--- src/rtl/sdb_to_bin_conv.sv ---
// sdb_to_bin_conv
//   Converts one signed-digit binary operand (pos/neg digit planes) to two's complement.
//   The subtraction pos - neg is done CHUNK digits per clock with a rippled borrow register,
//   so a conversion takes N = WIDTH/CHUNK clocks. One operand in flight at a time.
//
// Ports
//   clk        in   clock, all state on the rising edge
//   rst        in   synchronous active-high reset
//   in_valid   in   operand present on pos/neg
//   in_ready   out  converter idle and able to accept an operand
//   pos        in   WIDTH digit plane, digit i = +1 when pos[i]=1, neg[i]=0
//   neg        in   WIDTH digit plane, digit i = -1 when pos[i]=0, neg[i]=1 (11 is illegal)
//   out_valid  out  result/err valid, held until out_ready
//   out_ready  in   downstream accepts the result
//   result     out  WIDTH+1 two's complement value of the operand
//   err        out  accepted operand held at least one illegal (11) digit
//   zero       out  result is zero (only when SDB_CONV_ZERO_FLAG_EN is defined)
//
// Configuration
//   SDB_CONV_ZERO_FLAG_EN  adds the 'zero' output, registered with the final chunk.

module sdb_to_bin_conv #(
   parameter int unsigned WIDTH = 8,
   parameter int unsigned CHUNK = 2
) (
   input  logic             clk,
   input  logic             rst,
   input  logic             in_valid,
   output logic             in_ready,
   input  logic [WIDTH-1:0] pos,
   input  logic [WIDTH-1:0] neg,
   output logic             out_valid,
   input  logic             out_ready,
   output logic [WIDTH:0]   result,
   output logic             err
`ifdef SDB_CONV_ZERO_FLAG_EN
   ,
   output logic             zero
`endif
);

   localparam int unsigned N    = WIDTH / CHUNK;
   localparam int unsigned CntW = (N > 1) ? $clog2(N) : 1;
   localparam logic [CntW-1:0] LastCnt = CntW'(N - 1);

   typedef enum logic [1:0] {StIdle, StConv, StDone} state_e;

   state_e           state_q;
   logic [WIDTH-1:0] pos_q;
   logic [WIDTH-1:0] neg_q;
   logic             borrow_q;
   logic [CntW-1:0]  cnt_q;

   logic [31:0]      shamt;
   logic [WIDTH-1:0] pos_sh;
   logic [WIDTH-1:0] neg_sh;
   logic [CHUNK:0]   diff;
   logic [WIDTH-1:0] chunk_mask;
   logic [WIDTH-1:0] result_upd;
   logic [WIDTH-1:0] illegal;

   // Current chunk: {0,pos_c} - {0,neg_c} - borrow; the top bit is the outgoing borrow.
   always_comb begin
      shamt      = CHUNK * cnt_q;
      pos_sh     = pos_q >> shamt;
      neg_sh     = neg_q >> shamt;
      diff       = {1'b0, pos_sh[CHUNK-1:0]} - {1'b0, neg_sh[CHUNK-1:0]}
                   - {{CHUNK{1'b0}}, borrow_q};
      chunk_mask = WIDTH'({CHUNK{1'b1}}) << shamt;
      result_upd = (result[WIDTH-1:0] & ~chunk_mask)
                   | ((WIDTH'(diff[CHUNK-1:0]) << shamt) & chunk_mask);
      illegal    = pos & neg;
   end

   always_ff @(posedge clk) begin
      if (rst) begin
         state_q   <= StIdle;
         in_ready  <= 1'b1;
         out_valid <= 1'b0;
         result    <= '0;
         err       <= 1'b0;
         borrow_q  <= 1'b0;
         cnt_q     <= '0;
         pos_q     <= '0;
         neg_q     <= '0;
`ifdef SDB_CONV_ZERO_FLAG_EN
         zero      <= 1'b0;
`endif
      end else begin
         unique case (state_q)
            StIdle: begin
               if (in_valid) begin
                  // Illegal digits convert as 0 but are flagged.
                  pos_q    <= pos & ~illegal;
                  neg_q    <= neg & ~illegal;
                  err      <= |illegal;
                  borrow_q <= 1'b0;
                  cnt_q    <= '0;
                  in_ready <= 1'b0;
                  state_q  <= StConv;
               end
            end
            StConv: begin
               result[WIDTH-1:0] <= result_upd;
               borrow_q          <= diff[CHUNK];
               cnt_q             <= cnt_q + CntW'(1);
               if (cnt_q == LastCnt) begin
                  // Final borrow is the sign of the full-width difference.
                  result[WIDTH] <= diff[CHUNK];
                  out_valid     <= 1'b1;
                  state_q       <= StDone;
`ifdef SDB_CONV_ZERO_FLAG_EN
                  zero          <= ~(|result_upd | diff[CHUNK]);
`endif
               end
            end
            StDone: begin
               if (out_ready) begin
                  out_valid <= 1'b0;
                  in_ready  <= 1'b1;
                  state_q   <= StIdle;
               end
            end
            default: begin
               state_q   <= StIdle;
               in_ready  <= 1'b1;
               out_valid <= 1'b0;
            end
         endcase
      end
   end

endmodule

--- config.mk ---
export PLATFORM = sky130hd
export DESIGN_NAME = sdb_to_bin_conv
export DESIGN_NICKNAME = d
export VERILOG_FILES = /design/src/rtl/sdb_to_bin_conv.sv
export SDC_FILE = /design/constraint.sdc
export NUM_CORES = 1
export LEC_CHECK = 0
export ABC_AREA = 1
export ABC_CLOCK_PERIOD_IN_PS = 5200
export CORE_MARGIN = 2
export CORE_UTILIZATION = 26
export CTS_CLUSTER_SIZE = 8
export DETAILED_ROUTE_END_ITERATION = 10
export PLACE_DENSITY = 0.47
export SYNTH_ARGS = -nofsm -noshare
export SYNTH_HDL_FRONTEND = slang
export SYNTH_SLANG_ARGS = --single-unit
--- constraint.sdc ---
create_clock -name clk -period 5.2 [get_ports clk]
set_input_delay 0.78 -clock clk [delete_from_list [all_inputs] [get_ports clk]]
set_output_delay 0.78 -clock clk [all_outputs]
set_load 0.02 [all_outputs]
# After elaboration in Yosys (flattened, before gate mapping)
# Index checks and enable logic that the tools add are counted.
[classes]
addsub = 3
mul = 0
div_mod_pow = 0
n_lt_le_gt_ge = 0
eq_ne = 6
shift = 4
n_mux = 13
bitwise = 10
reduce_logical = 9
[op_table]
columns = ["operator", "count"]
rows = [
  ["AND 8 bit", 5],
  ["NOT 8 bit", 2],
  ["right shift 8 x 3 -> 2 bit", 2],
  ["AND reduction 3 bit", 3],
  ["two-way mux 2 bit", 4],
  ["bitwise OR 8 bit", 1],
  ["OR reduction 8 bit", 1],
  ["left shift 2 x 3 -> 8 bit", 1],
  ["left shift 2 x 3 -> 8 bit, first input constant", 1],
  ["!= test 2 bit, second input constant", 3],
  ["case mux 1 bit (3 select lines)", 2],
  ["case mux 2 bit (3 select lines)", 1],
  ["AND reduction 2 bit", 3],
  ["equality test 2 bit, second input constant", 2],
  ["two-way mux 1 bit", 4],
  ["case mux 2 bit (2 select lines)", 1],
  ["subtractor 2 x 2 -> 3 bit", 1],
  ["subtractor 3 x 1 -> 3 bit", 1],
  ["adder 2 x 1 -> 2 bit, second input constant", 1],
  ["equality test 2 x 1 -> 1 bit, second input constant", 1],
  ["zero test 2 bit", 1],
  ["NOT 1 bit", 2],
  ["case mux 1 bit (2 select lines)", 1],
  ["nonzero test 2 bit", 1],
]
[totals]
register_bits = 33
latch_bits = 0
ramBits = 0
mem_bits_ro = 0
inputBits = 20
output_inout_bits = 12
wordCells = 55
n_memories = 0

# Logic depth before layout (Yosys ltp)
# Gate-level depths: netlist of the first run.
[logic_depth]
word_depth = 6
depth_mapped = 9
depth_no_buf = 8

# Worst setup path after synthesis of the first run
# OpenSTA, ideal clock, no wires.
[synth_timing]
path_kind = "register to register"
from = "reg cnt_q[1]"
to = "reg (tool-made name)"
setup_ns = 0.071
arrival_ns = 2.083
required_time_ns = 5.129
setup_slack_ns = 3.046
path_stages_with_launch = 10
path_buffers = 1
synth_period_minus_slack_ns = 2.154
path_cell_list = "dfxtp_1 > buf_4 > clkinv_1 > o21ai_0 > o22ai_1 > fa_1 > fa_1 > nor2_1 > nand3_1 > a21oi_1"
[synth_lines]
columns = ["element", "line_no", "source"]
rows = [
  ["start, declared", "52", "logic [CntW-1:0] cnt_q;"],
  ["start signal, assigned", "106", "cnt_q <= cnt_q + CntW'(1);"],
]

==> reports/qor.yml, run 1 <==
power_density_nw_per_um2: 283
period_share_pct: 53.0
numCtsBuffers: 5
rsz0062_at_grt: "no"
via_count: 1456
layout-drive-gt1-share_pct: 11.9
synth_nets: 248
synthFlopType: "dfxtp_1"
grt_overflow: 0
synthArstFlopShare_pct: 0
intPower_uw: 431
num_antenna_cells: 0
endpoint_kind: "register"
synth-edff-count: 0
cts_tree: "yes"
grt_pass1_vias: 1413
grt_usage_pct: 11.6
slew_violations: 0
comb_power_share_pct: 18.0
synthCells: 222
dieArea_um2: 6980
drv_cap: 0
synth_cell_types: 26
first_pass_iters: 4
layout_setup_ws_ps: 2450
period_minus_slack_ps: 2750
post_cts_buffers: 0
postSynthAreaPerCell_um2: 7.41
stdcell_area_um2: 2100
root_buffer: "clkbuf_8"
ir_worst_vdd_mv: 0.138
status: "finished, final reports clean"
die_h_um: 83.6
clkSlewWorstSetupHoldPaths_ps: 70
num_rows: 28
criticalPathCategory: "register to register"
globalplace.congestion: 0.739
r2r_cells: 8
finalSetupViolCount: 0
vias_per_cell: 4.44
htreeDepth: 2
worstMarginPinSlew_ps: 1030
place_area_um2: 2000
yosysMostFrequentCell: "nand2_1"
synth.largest_area_cell: "dfxtp_1"
fp.dieW_um: 83.6
hold_class: "register to register"
place_ws_ps: 2340
dr.first_iter.drc_count: 65
syn2layout_area_growth_pct: 27.5
ios: 32
numPortBuffers: 31
synthesis.area_um2: 1650
p_sw_share_pct: 27.4
grt_first_pass_wirelength_mm: 6.56
synth.area.top_cells: "dfxtp_1, nand2_1, nor2_1"
start_kind: "register"
wirelength_mm: 3.80
yosysTopAreaCellShare_pct: 40.2
switchingPower_uw: 163
drt-wirelength-per-cell_um: 11.6
whs_path_depth: 2
required_ps: 5390
p_leak_uw: 0.000820
grt_max_degree: 28
fillers: 691
arrival_ps: 2950
finalSetupTns_ps: 0
drc_errors: 0
timing.fmax_mhz: 363
ctsHoldBuffers: 0
dp_hpwl_mm: 2.82
clkPwrFrac_pct: 35.3
start_util_pct: 27.3
clockBufferDepth: 2
netlist_top_cells_count: "nand2_1, nor2_1, dfxtp_1, inv_1, o21ai_0"
cp_max_fo: 15
ys_ff_latch: 33
clkSinkCount: 33
hold_viol: 0
yosys_warnings: 0
seq_area_frac_synth_pct: 40.2
seqPwrFrac_pct: 46.6
final_nets: 278
drtAntennaViolNets: 0
clk_latency_ps: 280
relSlewSlack_pct: 31.1
ctsResizeCount: 0
antenna_found_initial: 0
core_area_um2: 6030
fin_skew_ps: 4.72
[critical path, stage by stage, from the launching register on]
cell and delay, ps:
dfxtp_1 620, inv_1 320, o21ai_0 240, o22ai_1 120
fa_1 420, fa_1 490, nor2_1 200, nand3_1 110
a21oi_1 140
[worst paths after layout]
check / startpoint / to / slack (ps)
max: cnt_q[0]$_SDFFE_PP0P_ / register / 2450
min: register / register / 460
max reg2reg: cnt_q[0]$_SDFFE_PP0P_ / register / 2450
min reg2reg: register / register / 460
[power groups by stage]
| stage | combinational [uW] | clock (uW) | sequential, uW |
|---|---|---|---|
| 6_report | 107 | 210 | 277 |
| 3_5_place_dp | 108 | 0 | 283 |
| 4_1_cts | 109 | 217 | 277 |
| 2_1_floorplan | 70.6 | 0 | 282 |
| 3_3_place_gp | 108 | 0 | 283 |
| 5_1_grt | 123 | 229 | 279 |
[layout by cell type, fill, tap and decap left out]
cell and n:
nor2_1 37, o22a_1 2, nor2_4 2, nand3_1 11, clkdlybuf4s50_1 31, nand2_2 1
nand3_2 8, a21oi_1 14, nand2_4 1, inv_1 19, clkbuf_8 7, clkinv_2 1
inv_2 3, ha_1 4, a21oi_2 7, clkinv_1 1, nand4_1 1, nor3_1 1
o21ai_0 19, o21ai_1 1, nand2_1 45, o22ai_1 2, fa_1 2, dfxtp_1 33
[cells by family (layout without fill, tap and decap cells)]
family	Yosys count	after routing	synth area share, %
fa+ha+maj	6	6	5.48
flops	33	33	40.2
compound gates	45	45	15.9
buf+inv	31	62	8.44
simple gates	107	107	30.0
[routing by layer]
metal	track usage, %	up-vias	wire length [um]
li1	-	776	-
met4	4.84	0	67
met5	0	-	0
met2	18.5	35	1730
met1	14.9	638	1830
met3	2.67	7	171
[stage by stage]
stage,util [%],hold WS [ps],std cells,total power (uW)
2_1_floorplan,-,446,222,352
3_3_place_gp,33.1,456,320,390
3_5_place_dp,33.1,456,320,391
4_1_cts,34.8,467,328,603
5_1_grt,34.8,478,328,631
6_report,34.8,464,328,594
[final cells by class]
type	count	area [um^2]	area share, %
clock buffers	7	96.3	4.59
clock inverters	1	5.00	0.239
inverters	23	86.3	4.11
multi-input cells	158	846	40.3
flip-flops and latches	33	661	31.5
well taps	75	93.8	4.47
repair buffers	31	310	14.8
(Power assumes the default switching activity.)
==> run 2: changes to the inputs <==
--- a/config.mk
+++ b/config.mk
@@ -6,7 +6,7 @@
 export NUM_CORES = 1
 export LEC_CHECK = 0
 export ABC_AREA = 1
-export ABC_CLOCK_PERIOD_IN_PS = 5200
+export ABC_CLOCK_PERIOD_IN_PS = 2700
 export CORE_MARGIN = 2
 export CORE_UTILIZATION = 26
 export CTS_CLUSTER_SIZE = 8
==> constraint.sdc (replaced) <==
create_clock -name clk -period 2.7 [get_ports clk]
set_input_delay 0.405 -clock clk [delete_from_list [all_inputs] [get_ports clk]]
set_output_delay 0.405 -clock clk [all_outputs]
set_load 0.02 [all_outputs]
==> run 2 against run 1 <==
Critical path type unchanged. Design area grew 1.1%. Via count rose by 0.41%. Register-to-register slack lost 2000 ps. Critical path depth is the same. Worst setup slack got worse by 2000 ps. Utilization up 0.37 points. Clock skew rose by 2.8 ps.
==> reports/qor.yml, run 2 (synthesized netlist as in run 1, its figures left out) <==
p_total_uw: 1110  # +87%
vias_per_cell: 4.39  # -1.1%
hold_viol: 0  # unchanged
grt_pass1_vias: 1456  # +3.0%
cp-startpoint: "cnt_q[0]$_SDFFE_PP0P_"
intPower_uw: 783  # +82%
num_rows: 28  # unchanged
seqPwrFrac_pct: 47.5  # +0.9 points
start_kind: "register"
cp_cell_sequence: "inv_1 > nor2_1 > o22a_1 > fa_1 > fa_1 > nor2_1 > nand3_1 > a21oi_1"
num_antenna_cells: 0  # unchanged
worstMarginPinSlew_ps: 513  # -517 ps
stdcell_area_um2: 2120  # +1.1%
hp-start: "result[8]$_SDFFE_PP0P_"
arrival_ps: 2450  # -500 ps
post_cts_buffers: 0  # unchanged
required_ps: 2920  # -2470 ps
final_nets: 283  # +1.8%
worst-path-buf-inv: 1  # unchanged
p_sw_share_pct: 29.6  # +2.2 points
htreeDepth: 2  # unchanged
ios: 32  # unchanged
slowest_stage: "fa_1"
ctsResizeCount: 0  # unchanged
finalSetupViolCount: 0  # unchanged
relSlewSlack_pct: 65.7  # +35 points
drt-wirelength-per-cell_um: 11.3  # -2.4%
status: "finished, final reports clean"
layout_commonest_cell: "nand2_1"
worst_path_largest_cell_delay_ps: 500  # -120 ps
period_share_pct: 82.5  # +29 points
grt_max_degree: 23  # -18%
ir_worst_vdd_mv: 0.201  # +45%
clkSlewWorstSetupHoldPaths_ps: 70  # about the same
crit_family: "adder cells"
grt_first_pass_wirelength_mm: 6.66  # +1.5%
period_minus_slack_ps: 2230  # -527 ps
fillers: 683  # -1.2%
via_count: 1462  # +0.41%
numPortBuffers: 31  # unchanged
reg2reg_slack_ps: 470  # -1970 ps
syn2layout_area_growth_pct: 28.9
drc_errors: 0  # unchanged
endpoint_kind: "register"
core_area_um2: 6030  # unchanged
dp_hpwl_mm: 2.87  # +2.0%
comb_power_share_pct: 19.5  # +1.5 points
dr.first_iter.drc_count: 87  # +34%
fp.dieW_um: 83.6  # unchanged
layout_common_cells: "nand2_1, nor2_1, dfxtp_1"
drv_cap: 0  # unchanged
fin_skew_ps: 7.51  # +2.79 ps
switchingPower_uw: 330  # +100%
numCtsBuffers: 5  # unchanged
place_area_um2: 2030  # +1.9%
criticalPathCategory: "register to register"
grt_overflow: 0  # unchanged
cp_max_fo: 13  # -2
clkPwrFrac_pct: 33.0  # -2.3 points
clockBufferDepth: 2  # unchanged
slew_violations: 0  # unchanged
antenna_found_initial: 0  # unchanged
p_leak_uw: 0.000834  # +1.7%
rr_startpoint: "cnt_q[0]$_SDFFE_PP0P_"
ctsHoldBuffers: 0  # unchanged
clkSinkCount: 33  # unchanged
globalplace.congestion: 0.843  # +14%
timing.fmax_mhz: 449  # +24%
wirelength_mm: 3.76  # -0.90%
finalSetupTns_ps: 0  # unchanged
power_density_nw_per_um2: 525  # +85%
root_buffer: "clkbuf_8"
die_h_um: 83.6  # unchanged
drtAntennaViolNets: 0  # unchanged
clk_latency_ps: 290  # about the same
grt_usage_pct: 11.7  # +0.18 points
rsz0062_at_grt: "no"
first_pass_iters: 4  # unchanged
cts_tree: "yes"
dieArea_um2: 6980  # unchanged
layout-drive-gt1-share_pct: 13.6  # +1.7 points
hold_class: "register to register"
start_util_pct: 27.3  # unchanged
==> run 2: cell count changes in the layout (fill, tap and decap cells not counted) <==
cell,change
clkinv_2,+1
clkbuf_8,-2
clkinvlp_4,+1
buf_4,+5
==> run 2: power by group through the flow <==
stage          clock, uW  combinational [uW]  sequential [uW]
2_1_floorplan          0                 136              542
3_3_place_gp           0                 221              540
3_5_place_dp           0                 221              540
4_1_cts              382                 222              529
5_1_grt              398                 248              532
6_report             368                 217              529
==> run 2: metrics by stage <==
step	hold slack [ps]	utilization (%)	worst slack, ps	instances
4_1_cts	470	35.2	451	333
5_1_grt	485	35.2	276	333
2_1_floorplan	446	-	546	222
6_report	465	35.2	474	333
3_3_place_gp	455	33.8	537	325
3_5_place_dp	458	33.8	469	325
==> run 2: layout make-up <==
cell class | instances | area, um^2 | share of cell area, %
Timing Repair Buffer | 36 | 348 | 16.4
Sequential cell | 33 | 661 | 31.2
Inverter | 23 | 86.3 | 4.07
Multi-Input combinational cell | 158 | 846 | 39.9
Tap cell | 75 | 93.8 | 4.42
Clock buffer | 5 | 68.8 | 3.24
Clock inverter | 3 | 17.5 | 0.826
==> run 2: path summary, 6_finish.rpt <==
kind	cells after the start	endpoint
worst max register to register	8	register
worst min-delay path	2	result[8]$_SDFFE_PP0P_
worst min register to register	2	result[8]$_SDFFE_PP0P_
worst max-delay path	8	register
==> run 2: metal layers <==
metal / wire length, um / GRT usage [%] / vias to the layer above
met3: 146 / 2.37 / 5
met5: 0 / 0 / -
met4: 60 / 5.72 / 0
met2: 1700 / 18.3 / 30
met1: 1860 / 15.5 / 646
li1: - / - / 781
==> run 2: worst reg2reg max path, delay by kind of cell, from the launching register on <==
kind | cells | cell delay, ps
compound gates | 2 | 350
fa+ha+maj | 2 | 890
buf+inv | 1 | 280
flops | 1 | 310
simple gates | 3 | 340
==> run 3: changes to the inputs <==
--- a/config.mk
+++ b/config.mk
@@ -6,12 +6,12 @@
 export NUM_CORES = 1
 export LEC_CHECK = 0
 export ABC_AREA = 1
-export ABC_CLOCK_PERIOD_IN_PS = 2700
+export ABC_CLOCK_PERIOD_IN_PS = 2000
 export CORE_MARGIN = 2
 export CORE_UTILIZATION = 26
 export CTS_CLUSTER_SIZE = 8
 export DETAILED_ROUTE_END_ITERATION = 10
-export PLACE_DENSITY = 0.47
+export PLACE_DENSITY = 0.48
 export SYNTH_ARGS = -nofsm -noshare
 export SYNTH_HDL_FRONTEND = slang
 export SYNTH_SLANG_ARGS = --single-unit
==> constraint.sdc (replaced) <==
create_clock -name clk -period 2 [get_ports clk]
set_input_delay 0.3 -clock clk [delete_from_list [all_inputs] [get_ports clk]]
set_output_delay 0.3 -clock clk [all_outputs]
set_load 0.02 [all_outputs]
==> run 3 against run 2 <==
Power is 43% higher. Combinational power is 49% higher. Sequential power rose by 36%. First-iteration DRC count decreased by 11%. Worst hold slack got worse by 1.2 ps. Flip-flop and latch count did not move. Worst setup slack got worse by 470 ps. Die area did not move. Clock power increased by 50%. Utilization is 1.7 points higher.
==> reports/qor.yml, run 3 (synthesized netlist as in run 1, its figures left out) <==
endpoint_kind: "register"
fp.dieW_um: 83.6  # unchanged
cts_tree: "yes"
layout_setup_ws_ps: 2.45  # -471 ps
required_ps: 2220  # -700 ps
die_h_um: 83.6  # unchanged
arrival_ps: 2220  # -230 ps
hold_viol: 0  # unchanged
cp_max_fo: 7  # -6
drc_errors: 0  # unchanged
numCtsBuffers: 5  # unchanged
post_cts_buffers: 0  # unchanged
clk_latency_ps: 280  # about the same
dieArea_um2: 6980  # unchanged
root_buffer: "clkbuf_8"
ios: 32  # unchanged
final_util_pct: 36.9  # +1.7 points
final_nets: 287  # +1.4%
via_count: 1454  # -0.55%
numPortBuffers: 31  # unchanged
r2r_cells: 8  # unchanged
power_density_nw_per_um2: 717  # +37%
layout_common_cells: "nand2_1, nor2_1, dfxtp_1, clkdlybuf4s50_1, inv_1"
drt-wirelength-per-cell_um: 11.2  # -0.50%
relSlewSlack_pct: 71.1  # +5.4 points
grt_max_degree: 28  # +22%
comb_power_share_pct: 20.3  # +0.8 points
dr.first_iter.drc_count: 77  # -11%
period_share_pct: 99.9  # +17 points
p_leak_uw: 0.000874  # +4.7%
criticalPathCategory: "register to register"
drtAntennaViolNets: 0  # unchanged
grt_first_pass_wirelength_mm: 6.72  # +0.93%
p_sw_share_pct: 27.8  # -1.8 points
start_kind: "register"
wirelength_mm: 3.79  # +0.69%
clkSinkCount: 33  # unchanged
core_area_um2: 6030  # unchanged
cp-startpoint: "cnt_q[0]$_SDFFE_PP0P_"
dp_hpwl_mm: 2.88  # +0.20%
htreeDepth: 2  # unchanged
ir_worst_vdd_mv: 0.277  # +38%
final_cell_count_no_fill: 337  # +1.2%
antenna_found_initial: 0  # unchanged
vias_per_cell: 4.31  # -1.7%
drv_cap: 0  # unchanged
timing.fmax_mhz: 501  # +11%
seqPwrFrac_pct: 45.0  # -2.5 points
globalplace.congestion: 0.810  # -3.8%
grt_usage_pct: 11.9  # +0.11 points
numPlacedInstances: 329  # +1.2%
layout_commonest_cell: "nand2_1"
status: "finished, final reports clean"
num_rows: 28  # unchanged
period_minus_slack_ps: 2000  # -229 ps
num_antenna_cells: 0  # unchanged
switchingPower_uw: 443  # +34%
start_util_pct: 27.3  # unchanged
hold_slack_ps: 464  # -1.19 ps
layout-drive-gt1-share_pct: 19.8  # +6.3 points
fillers: 676  # -1.0%
worstMarginPinSlew_ps: 434  # -79.7 ps
rsz0062_at_grt: "yes"
syn2layout_area_growth_pct: 35.0
first_pass_iters: 4  # unchanged
reg2reg_slack_ps: 2  # -470 ps
intPower_uw: 1150  # +47%
clkSlewWorstSetupHoldPaths_ps: 70  # about the same
fin_skew_ps: 3.02  # -4.50 ps
place_ws_ps: -19.3  # -489 ps
grt_overflow: 0  # unchanged
hold_class: "register to register"
grt_pass1_vias: 1465  # +0.62%
clockBufferDepth: 2  # unchanged
slew_violations: 0  # unchanged
clkPwrFrac_pct: 34.7  # +1.7 points
finalSetupViolCount: 0  # unchanged
rr_startpoint: "cnt_q[0]$_SDFFE_PP0P_"
-- run 3: critical path, cell delays in order (launching register included) --
cell and delay, ps:
dfxtp_4 370, inv_6 80, nor2_2 30, o22a_1 220, fa_2 350, fa_1 500, nor2_2 170, nand3_2 90
a21oi_2 120
-- run 3: how the worst min path moves through the flow --
stage	to	from	cells after the start	slack, ps
detailed placement	in_ready$_SDFFE_PP1P_	in_ready$_SDFFE_PP1P_	2	460
floorplan	out_valid$_SDFFE_PP0P_	rst	1	410
CTS	register	register	2	470
global placement	register	register	2	450
global route	register	register	2	490
finish	register	register	2	460
-- run 3: layer usage --
layer	GRT usage, %	part of all wire, %
met1	16.0	51
met2	18.0	44
met3	2.37	3.0
met4	5.72	1.6
met5	0	0
-- run 3: power by group through the flow --
stage	registers [uW]	logic [uW]	clock network, uW
after global routing	722	366	605
after CTS	716	313	575
after global placement	731	313	0
after detailed placement	730	312	0
after floorplan	733	187	0
final	717	323	552
-- run 3: final cells by class --
type	instances	area (um^2)	area share, %
clock inverter	1	5.00	0.225
clock buffer	7	96.3	4.34
sequential	33	666	30.0
inverter	23	92.6	4.17
timing repair buffer	40	390	17.6
multi-input combinational	158	877	39.5
tap	75	93.8	4.23
-- run 3: per-stage QoR --
step / instance area [um^2] / power [uW] / TNS (ps)
floorplan: 1650 / 920 / 0
global placement: 2080 / 1040 / 0
detailed placement: 2080 / 1040 / -22.9
CTS: 2180 / 1600 / 0
global route: 2220 / 1690 / -309
finish: 2220 / 1590 / 0
-- run 3: timing repair --
| item | 4_1_cts | 5_1_grt |
|---|---|---|
| setup endpoints to repair | 3 | 4 |
| hold buffers | 0 | 0 |
| pin swaps | 0 | 6 |
| gates resized for setup | 2 | 12 |
